<file path="src/rtl/instr_packer_pkg.sv">
// Shared encodings for the instruction packer: immediate formats, FSM states,
// error codes and immediate range limits.
package instr_packer_pkg;

    // Same coding the datapath immediate extender consumes.
    localparam logic [1:0] IMM_I = 2'b00;
    localparam logic [1:0] IMM_S = 2'b01;
    localparam logic [1:0] IMM_B = 2'b10;
    localparam logic [1:0] IMM_R = 2'b11;

    typedef enum logic [1:0] {
        ST_IDLE  = 2'b00,
        ST_WRITE = 2'b01,
        ST_DONE  = 2'b10,
        ST_ERR   = 2'b11
    } state_t;

    localparam logic [1:0] ERR_NONE     = 2'b00;
    localparam logic [1:0] ERR_RANGE    = 2'b01;
    localparam logic [1:0] ERR_OVERFLOW = 2'b10;

    localparam int I_MIN = -2048;
    localparam int I_MAX = 2047;
    localparam int B_MIN = -4096;
    localparam int B_MAX = 4094;

endpackage

</file>
<file path="src/rtl/instr_packer_imm_pack.sv">
// Combinational packer: places decoded fields and the immediate into a 32-bit
// instruction word for the selected format and flags out-of-range immediates.
module imm_pack
    import instr_packer_pkg::*;
(
    input  logic [1:0]  imm_src,
    input  logic [31:0] imm,
    input  logic [6:0]  opcode,
    input  logic [2:0]  funct3,
    input  logic [6:0]  funct7,
    input  logic [4:0]  rd,
    input  logic [4:0]  rs1,
    input  logic [4:0]  rs2,
    output logic [31:0] word,
    output logic        range_ok
);

    logic i_fits;
    logic b_fits;

    // Branch offsets are in bytes but must be halfword aligned.
    assign i_fits = ($signed(imm) >= I_MIN) && ($signed(imm) <= I_MAX);
    assign b_fits = ($signed(imm) >= B_MIN) && ($signed(imm) <= B_MAX) && !imm[0];

    always_comb begin
        word     = '0;
        range_ok = 1'b0;
        case (imm_src)
            IMM_I: begin
                word     = {imm[11:0], rs1, funct3, rd, opcode};
                range_ok = i_fits;
            end
            IMM_S: begin
                word     = {imm[11:5], rs2, rs1, funct3, imm[4:0], opcode};
                range_ok = i_fits;
            end
            IMM_B: begin
                word     = {imm[12], imm[10:5], rs2, rs1, funct3, imm[4:1], imm[11], opcode};
                range_ok = b_fits;
            end
            default: begin
                word     = {funct7, rs2, rs1, funct3, rd, opcode};
                range_ok = 1'b1;
            end
        endcase
    end

endmodule

</file>
<file path="src/rtl/instr_packer.sv">
// Program loader: accepts field bundles, packs them and writes consecutive words
// to instruction memory, ending in a sticky DONE or ERR state.
module instr_packer
    import instr_packer_pkg::*;
#(
    parameter logic [31:0] BASE_ADDR = 32'h0000_0000,
    parameter int          MAX_WORDS = 256,
    parameter int          CNT_W     = 9
) (
    input  logic             clk,
    input  logic             reset,
    input  logic             in_valid,
    output logic             in_ready,
    input  logic             in_last,
    input  logic [1:0]       imm_src,
    input  logic [31:0]      imm,
    input  logic [6:0]       opcode,
    input  logic [2:0]       funct3,
    input  logic [6:0]       funct7,
    input  logic [4:0]       rd,
    input  logic [4:0]       rs1,
    input  logic [4:0]       rs2,
    output logic             mem_we,
    output logic [31:0]      mem_addr,
    output logic [31:0]      mem_wdata,
    input  logic             mem_ack,
    output logic             done,
    output logic             err,
    output logic [1:0]       err_code,
    output logic [CNT_W-1:0] word_count,
    output state_t           dbg_state
);

    localparam logic [CNT_W-1:0] CNT_MAX = CNT_W'(MAX_WORDS);

    state_t           state_q, state_d;
    logic [CNT_W-1:0] word_count_q, word_count_d;
    logic [CNT_W-1:0] count_inc;
    logic [31:0]      mem_addr_q, mem_addr_d;
    logic [31:0]      mem_wdata_q, mem_wdata_d;
    logic             last_q, last_d;
    logic [1:0]       err_code_q, err_code_d;
    logic             in_ready_q, in_ready_d;
    logic             mem_we_q, mem_we_d;
    logic             done_q, done_d;
    logic             err_q, err_d;
    logic [31:0]      pack_word;
    logic             range_ok;

    imm_pack u_imm_pack (
        .imm_src  (imm_src),
        .imm      (imm),
        .opcode   (opcode),
        .funct3   (funct3),
        .funct7   (funct7),
        .rd       (rd),
        .rs1      (rs1),
        .rs2      (rs2),
        .word     (pack_word),
        .range_ok (range_ok)
    );

    assign count_inc = word_count_q + CNT_W'(1);

    // Handshake: a bundle transfers on a rising edge where in_valid and in_ready
    // are both high; in_ready is high only in IDLE, and a write completes on the
    // edge where mem_we and mem_ack are both high.
    always_comb begin
        state_d      = state_q;
        word_count_d = word_count_q;
        mem_wdata_d  = mem_wdata_q;
        last_d       = last_q;
        err_code_d   = err_code_q;
        case (state_q)
            ST_IDLE: begin
                if (in_valid) begin
                    if (!range_ok) begin
                        state_d    = ST_ERR;
                        err_code_d = ERR_RANGE;
                    end else begin
                        mem_wdata_d = pack_word;
                        last_d      = in_last;
                        state_d     = ST_WRITE;
                    end
                end
            end
            ST_WRITE: begin
                if (mem_ack) begin
                    word_count_d = count_inc;
                    if (last_q) begin
                        state_d = ST_DONE;
                    end else if (count_inc == CNT_MAX) begin
                        state_d    = ST_ERR;
                        err_code_d = ERR_OVERFLOW;
                    end else begin
                        state_d = ST_IDLE;
                    end
                end
            end
            default: state_d = state_q;
        endcase

        // Outputs are decoded from the next state so they come straight off flops.
        in_ready_d = (state_d == ST_IDLE);
        mem_we_d   = (state_d == ST_WRITE);
        done_d     = (state_d == ST_DONE);
        err_d      = (state_d == ST_ERR);
        mem_addr_d = BASE_ADDR + (32'(word_count_d) << 2);
    end

    always_ff @(posedge clk) begin
        if (!reset) begin
            state_q      <= ST_IDLE;
            word_count_q <= '0;
            mem_addr_q   <= BASE_ADDR;
            mem_wdata_q  <= '0;
            last_q       <= 1'b0;
            err_code_q   <= ERR_NONE;
            in_ready_q   <= 1'b1;
            mem_we_q     <= 1'b0;
            done_q       <= 1'b0;
            err_q        <= 1'b0;
        end else begin
            state_q      <= state_d;
            word_count_q <= word_count_d;
            mem_addr_q   <= mem_addr_d;
            mem_wdata_q  <= mem_wdata_d;
            last_q       <= last_d;
            err_code_q   <= err_code_d;
            in_ready_q   <= in_ready_d;
            mem_we_q     <= mem_we_d;
            done_q       <= done_d;
            err_q        <= err_d;
        end
    end

    assign in_ready   = in_ready_q;
    assign mem_we     = mem_we_q;
    assign mem_addr   = mem_addr_q;
    assign mem_wdata  = mem_wdata_q;
    assign done       = done_q;
    assign err        = err_q;
    assign err_code   = err_code_q;
    assign word_count = word_count_q;
    assign dbg_state  = state_q;

endmodule

</file>
<file path="config.mk">
export PLATFORM = sky130hd
export DESIGN_NAME = instr_packer
export DESIGN_NICKNAME = d
export VERILOG_FILES = /design/src/rtl/instr_packer_pkg.sv /design/src/rtl/instr_packer_imm_pack.sv /design/src/rtl/instr_packer.sv
export SDC_FILE = /design/constraint.sdc
export NUM_CORES = 1
export LEC_CHECK = 0
export BUFFER_PORTS_ARGS = -buffer_cell sky130_fd_sc_hd__buf_2
export CAP_MARGIN = 0
export CORE_MARGIN = 1.5
export CORE_UTILIZATION = 48
export CTS_CLUSTER_SIZE = 16
export DETAILED_ROUTE_END_ITERATION = 10
export PLACE_DENSITY_LB_ADDON = 0.2
export REMOVE_ABC_BUFFERS = 1
export SYNTH_ARGS = -nofsm -noshare
export SYNTH_HDL_FRONTEND = slang
export SYNTH_SLANG_ARGS = --single-unit
</file>
<file path="constraint.sdc">
create_clock -name clk -period 3.1 [get_ports clk]
set_clock_uncertainty 0.2 [all_clocks]
set_input_delay 0.62 -clock clk [delete_from_list [all_inputs] [get_ports clk]]
set_output_delay 0.62 -clock clk [all_outputs]
set_load 0.03 [all_outputs]
</file>
==> results.tsv, run 1 <==
metric	value	unit
status	finished clean	
dr.pass1.iters	4	
regArea	1001	sq um
cp_data_arrival_time	2.72	ns
endpoint_kind	flip-flop	
rsz0062_at_grt	false	
async_flop_share	0	
synth_edf_count	0	
hold_path_depth	2	
maxSlewHeadroom	0.6089	
worst-r2r-cell-count	7	
hpwl	4866	microns
via_per_inst	5.398	
cts_resized	0	
synth.avg_cell_area	8.192	sq um
antenna_found_initial	0	
max_freq	375.3	MHz
crit_type	flip-flop to flip-flop	
cts_buffer_depth	2	
p_per_area	471.5	nW/um^2
synthFlopType	dfxtp_1	
cts_made_buffers	5	
port_buffers	128	
whs	0.2623	ns
synth_top_area_share	0.3714	
synth.cell_area	2695	sq um
cp_max_fo	11	
power_leakage	1.513	nW
initial_core_util	0.4925	
cts.reportedPaths.clkPinSlew	0.09	ns
placedCellCount	505	
cp_cell_sequence	ha_1 -> nand3_1 -> nor4b_1 -> o21a_1 -> nand2_1 -> o41ai_1 -> and2_1	
drc_errors	0	
fp.dieArea	6073	sq um
die_x	77.93	microns
crit_path_top_delay_cell	dfxtp_1	
finalMaxSlewViolations	0	
fin_crit	2.664	ns
cts_tree	yes	
area_growth	24.79	%
grt_pass1_vias	2382	
r2r-end	err	
num_vias	2769	
ioPinCount	152	
grt_usage	0.2134	
holdPathEnd	mem_wdata[31]	
peakVddDrop	0.2560	mV
synth-seq-cells	50	
clk_latency	0.30	ns
drive_gt1_frac	0.3379	
nets	513	
cts.sinks	50	
wire_per_inst	13.07	microns
r2r_setup_slack	0.44	ns
multi_input_area	1434	sq um
ctsRootBufferMaster	clkbuf_8	
hold_violations	0	
setup_viol	0	
cp_slowest_stage_delay	0.52	ns
core-area	5473	sq um
place_congestion	0.7679	
cp.required	3.15	ns
setup_tns	0	ns
post_cts_buffers	0	
grt-ovfl-total	0	
synth_area_leaders	dfxtp_1 37%, buf_4 9.2%, a21oi_1 7.2%	
cap_viol_max_count	0	
grt_pass1_wl	10580	microns
dieHeight	77.93	microns
layout_worst_path_cycle_share	0.8595	
ys_seq_area_frac	0.3714	
worstSetupStartpointType	flip-flop	
tightest_slew	0.5790	ns
synth_top_cell_by_area	dfxtp_1	
timing.rr.start	mem_addr[3]	
synth.distinct_cells	53	
synth_cells	329	
grt_max_degree	34	
min_path_type	flip-flop to flip-flop	
detail-route-antenna-nets	0	
n_antenna_cell	0	
cts_hold_buffers	0	
layoutNonFillerInstCount	513	
yosysWarnings	0	
htreeDepth	2	
wl	6707	microns
fillerInstances	519	
rows	27	
timing.hold.worst.start	mem_wdata[31]	
drt-initial-drc-count	173	
==> cells in the mapped netlist, drive strengths merged, types with 7 or more instances <==
cell type,instances
a21oi,39
a311oi,12
buf,40
clkbuf,12
dfxtp,50
nand2,23
nand3,29
nand4,8
nor2,12
nor3,7
nor4,8
o21ai,26
==> placed cells by master, fill, tap and decap left out, types with 2 or more instances in the layout <==
cell type,Yosys,final
ha_1,2,2
or2_1,2,2
nor4_1,8,8
conb_1,1,23
buf_4,33,6
nand3_1,29,29
nor2b_1,3,3
o21a_1,2,2
inv_1,2,2
buf_2,7,128
a211oi_1,5,5
bufinv_16,0,2
xnor2_1,3,3
or3_1,2,2
o31a_1,2,2
o21ai_1,18,18
nor3_1,6,6
mux2i_1,6,6
dfxtp_1,50,50
and3_1,4,4
and2_1,2,2
o21ai_0,8,8
xor2_1,4,4
a21oi_1,39,39
o31ai_1,2,2
nand2_1,23,23
nand4_1,8,8
clkbuf_8,0,5
nor2_1,11,11
a311oi_1,11,11
==> sequential cells by signal, summed over array words and instances, names as in the netlist <==
name       flops
in_ready       1
mem_we         1
last_q         1
err_code       2
mem_addr       9
dbg_state      2
err            1
done           1
mem_wdata     32
==> worst max-delay path by stage <==
stage	from	to	slack, ns	cells after the start
global placement	imm[21]	mem_wdata[26]	0.49	8
finish	mem_addr[3]	err	0.44	7
global route	mem_addr[2]	err	0.17	7
detailed placement	imm[21]	mem_wdata[29]	0.34	8
floorplan	imm[21]	mem_wdata[20]	0.43	6
CTS	mem_addr[2]	err	0.47	7
==> final cells by class <==
type	instances	area share
Multi-Input combinational cell	245	0.4263
Sequential cell	50	0.2976
Timing Repair Buffer	134	0.2039
Tap cell	72	0.02679
Clock buffer	5	0.02046
Clock inverter	3	0.02046
Inverter	4	0.004464
==> cell families (layout without fill, tap and decap cells) <==
family / Yosys count / count (layout) / share of synthesized area
mux: 6 / 6 / 0.02229
simple gates: 107 / 107 / 0.2071
flops: 50 / 50 / 0.3714
other cells: 1 / 23 / 0.001391
buf+inv: 56 / 146 / 0.1272
xor+xnor: 7 / 7 / 0.02275
compound gates: 100 / 100 / 0.2386
fa+ha+maj: 2 / 2 / 0.009284
==> per-stage QoR <==
step / power [mW] / util / setup WS (ns) / area (sq um)
after CTS: 1.601 / 0.6145 / 0.4716 / 3363
after global routing: 1.659 / 0.6145 / 0.1677 / 3363
final: 1.586 / 0.6145 / 0.4357 / 3363
after detailed placement: 1.056 / 0.5894 / 0.3443 / 3226
after floorplan: 0.9261 / - / 0.4345 / 2450
after global placement: 1.052 / 0.5894 / 0.4884 / 3226
==> where the power goes <==
part           switching [mW]  internal [mW]  leakage [nW]
registers              0.0205          0.676         0.407
clock network           0.221          0.323        0.0683
logic                   0.234          0.111          1.04
total                   0.475           1.11          1.51
==> worst max-delay path, delay by kind of cell, from the launching register on <==
kind / cells / cell delay [ns]
flip-flops: 1 / 0.52
AO/OA/AOI/OAI: 2 / 0.69
adder cells (fa/ha/maj): 1 / 0.34
AND/OR/NAND/NOR: 4 / 0.86
==> routing by layer <==
layer	wire [microns]	vias up	share of wire	global-route usage
met2	3236	128	0.48	0.3609
met4	85	0	0.013	0.07321
met5	0	-	0	0
li1	-	1380	-	-
met1	2899	1252	0.43	0.2688
met3	485	9	0.072	0.04353
No activity file was read; power rests on OpenSTA's default activity.
==> inputs of run 2 (changes only) <==
- CORE_ASPECT_RATIO: unset -> 1.2
==> run 2 against run 1 <==
  * Die area is essentially flat
  * Combinational power is essentially flat
  * Register-to-register slack gained 0.12 ns
  * Worst setup slack gained 0.12 ns
  * Worst hold slack lost 0.0048 ns
  * Utilization grew 0.76 points
  * Critical path type unchanged
  * Critical endpoint is now dbg_state[0]
  * Largest power group unchanged
==> results.tsv, run 2 (synthesis gave the netlist of run 1 again) <==
metric	value	unit	change
layout_worst_path_cycle_share	0.8209		-0.03854
core-area	5334	sq um	-2.5%
comb_power_share	0.243		+0.026
rows	29		+7.4%
initial_core_util	0.5053		+0.01282
postLayoutSetupSlackWorst	0.5552	ns	+0.1195 ns
cp_slowest_stage_delay	0.53	ns	about the same
rsz0062_at_grt	false		
area_growth	23.12	%	
wl_met3	446	microns	-8.0%
hold_violations	0		unchanged
setup_viol	0		unchanged
hpwl	4989	microns	+2.5%
die_x	71.40	microns	-8.4%
top_layer_used	met4		
cp.required	3.14	ns	about the same
detail-route-antenna-nets	0		unchanged
max_freq	393.0	MHz	+4.7%
ioPinCount	152		unchanged
nets	515		+0.39%
final_cell_mix	128 x buf_2, 50 x dfxtp_1, 39 x a21oi_1, 29 x nand3_1		
wl	6621	microns	-1.3%
cts_resized	0		unchanged
port_buffers	128		unchanged
worst-r2r-cell-count	7		unchanged
status	finished clean		
drc_errors	0		unchanged
place_congestion	0.8229		+7.2%
post_cts_buffers	0		unchanged
grt_pass1_vias	2268		-4.8%
maxSlewHeadroom	0.5484		-0.06048
largest_register_ffs	32		unchanged
cts.reportedPaths.clkPinSlew	0.09	ns	about the same
cts_hold_buffers	0		unchanged
grt_max_degree	34		unchanged
fin_crit	2.545	ns	-0.1195 ns
wire_per_inst	13.11	microns	+0.28%
route.met2.wl	3393	microns	+4.9%
cp_cell_sequence	ha_1 -> nand3_1 -> o21a_1 -> nor3_1 -> nand2_1 -> o41ai_1 -> and2_1		
swShare	0.3348		+0.03500
cap_viol_max_count	0		unchanged
num_vias	2704		-2.3%
drt-initial-drc-count	94		-46%
power_leakage	1.498	nW	-0.97%
seqPwrFrac	0.489		+0.050
cts.sinks	50		unchanged
grt_usage	0.2089		-0.004454
cts_buffer_depth	2		unchanged
wl_met1	2731	microns	-5.8%
tightest_slew	0.6733	ns	+0.09424 ns
cp_max_fo	11		unchanged
peakVddDrop	0.3244	mV	+27%
p_int	0.9480	mW	-15%
total_power	1.425	mW	-10%
clk_latency	0.29	ns	about the same
pre_cts_slack	0.4481	ns	+0.1038 ns
crit_type	flip-flop to flip-flop		
clkPwrFrac	0.268		-0.075
crit_path_top_delay_cell	dfxtp_1		
worstSetupStartpointType	flip-flop		
fp.dieArea	6075	sq um	about the same
finalMaxSlewViolations	0		unchanged
hold_path_depth	2		unchanged
via_per_inst	5.354		-0.80%
grt_pass1_wl	10370	microns	-2.0%
dieHeight	85.08	microns	+9.2%
setup_tns	0	ns	unchanged
endpoint_kind	flip-flop		
final_common_cell	buf_2		
cp_data_arrival_time	2.58	ns	-0.14 ns
dr.pass1.iters	4		unchanged
ctsRootBufferMaster	clkbuf_8		
cts_made_buffers	5		unchanged
n_antenna_cell	0		unchanged
htreeDepth	2		unchanged
cts_tree	yes		
p_per_area	429.5	nW/um^2	-8.9%
antenna_found_initial	0		unchanged
drive_gt1_frac	0.3409		+0.002989
grt-ovfl-total	0		unchanged
p_sw	0.4771	mW	+0.36%
min_path_type	flip-flop to flip-flop		
## run 2: worst paths after layout
path	from	endpoint	slack, ns
worst max-delay path	mem_addr[3]	dbg_state[0]	0.56
worst max register to register	mem_addr[3]	dbg_state[0]	0.56
worst min register to register	mem_wdata[31]	mem_wdata[31]	0.26
worst min-delay path	mem_wdata[31]	mem_wdata[31]	0.26
## run 2: metrics by stage
step,hold WS [ns],cell area (sq um),std cells,util
floorplan,0.2850,2450,299,-
global placement,0.2360,3228,497,0.6052
detailed placement,0.2439,3228,497,0.6052
CTS,0.2597,3318,505,0.6221
global route,0.3016,3318,505,0.6221
finish,0.2575,3318,505,0.6221
## run 2: power by group through the flow
stage | Clock (mW) | Combinational [mW] | Sequential [mW]
floorplan | 0 | 0.146 | 0.780
global placement | 0 | 0.342 | 0.711
detailed placement | 0 | 0.346 | 0.711
CTS | 0.388 | 0.347 | 0.696
global route | 0.415 | 0.375 | 0.701
finish | 0.383 | 0.346 | 0.696
## run 2: area by class of cell
type / instances / area, sq um
multi-input cells: 245 / 1434
repair buffers: 136 / 700.7
well taps: 62 / 77.57
inverters: 4 / 15.01
clock inverters: 3 / 21.27
fillers: 505 / 2016
flip-flops and latches: 50 / 1001
clock buffers: 5 / 68.82
## run 2: critical path, delay by kind of cell, from the launching register on
| family | cells | cell delay, ns |
|---|---|---|
| fa+ha+maj | 1 | 0.33 |
| simple gates | 4 | 0.78 |
| compound gates | 2 | 0.65 |
| flops | 1 | 0.53 |
## run 2: routing by layer
metal | global-route usage | vias to the layer above
met5 | 0 | -
met4 | 0.04631 | 0
met3 | 0.04276 | 4
met2 | 0.3636 | 105
met1 | 0.2646 | 1213
li1 | - | 1382
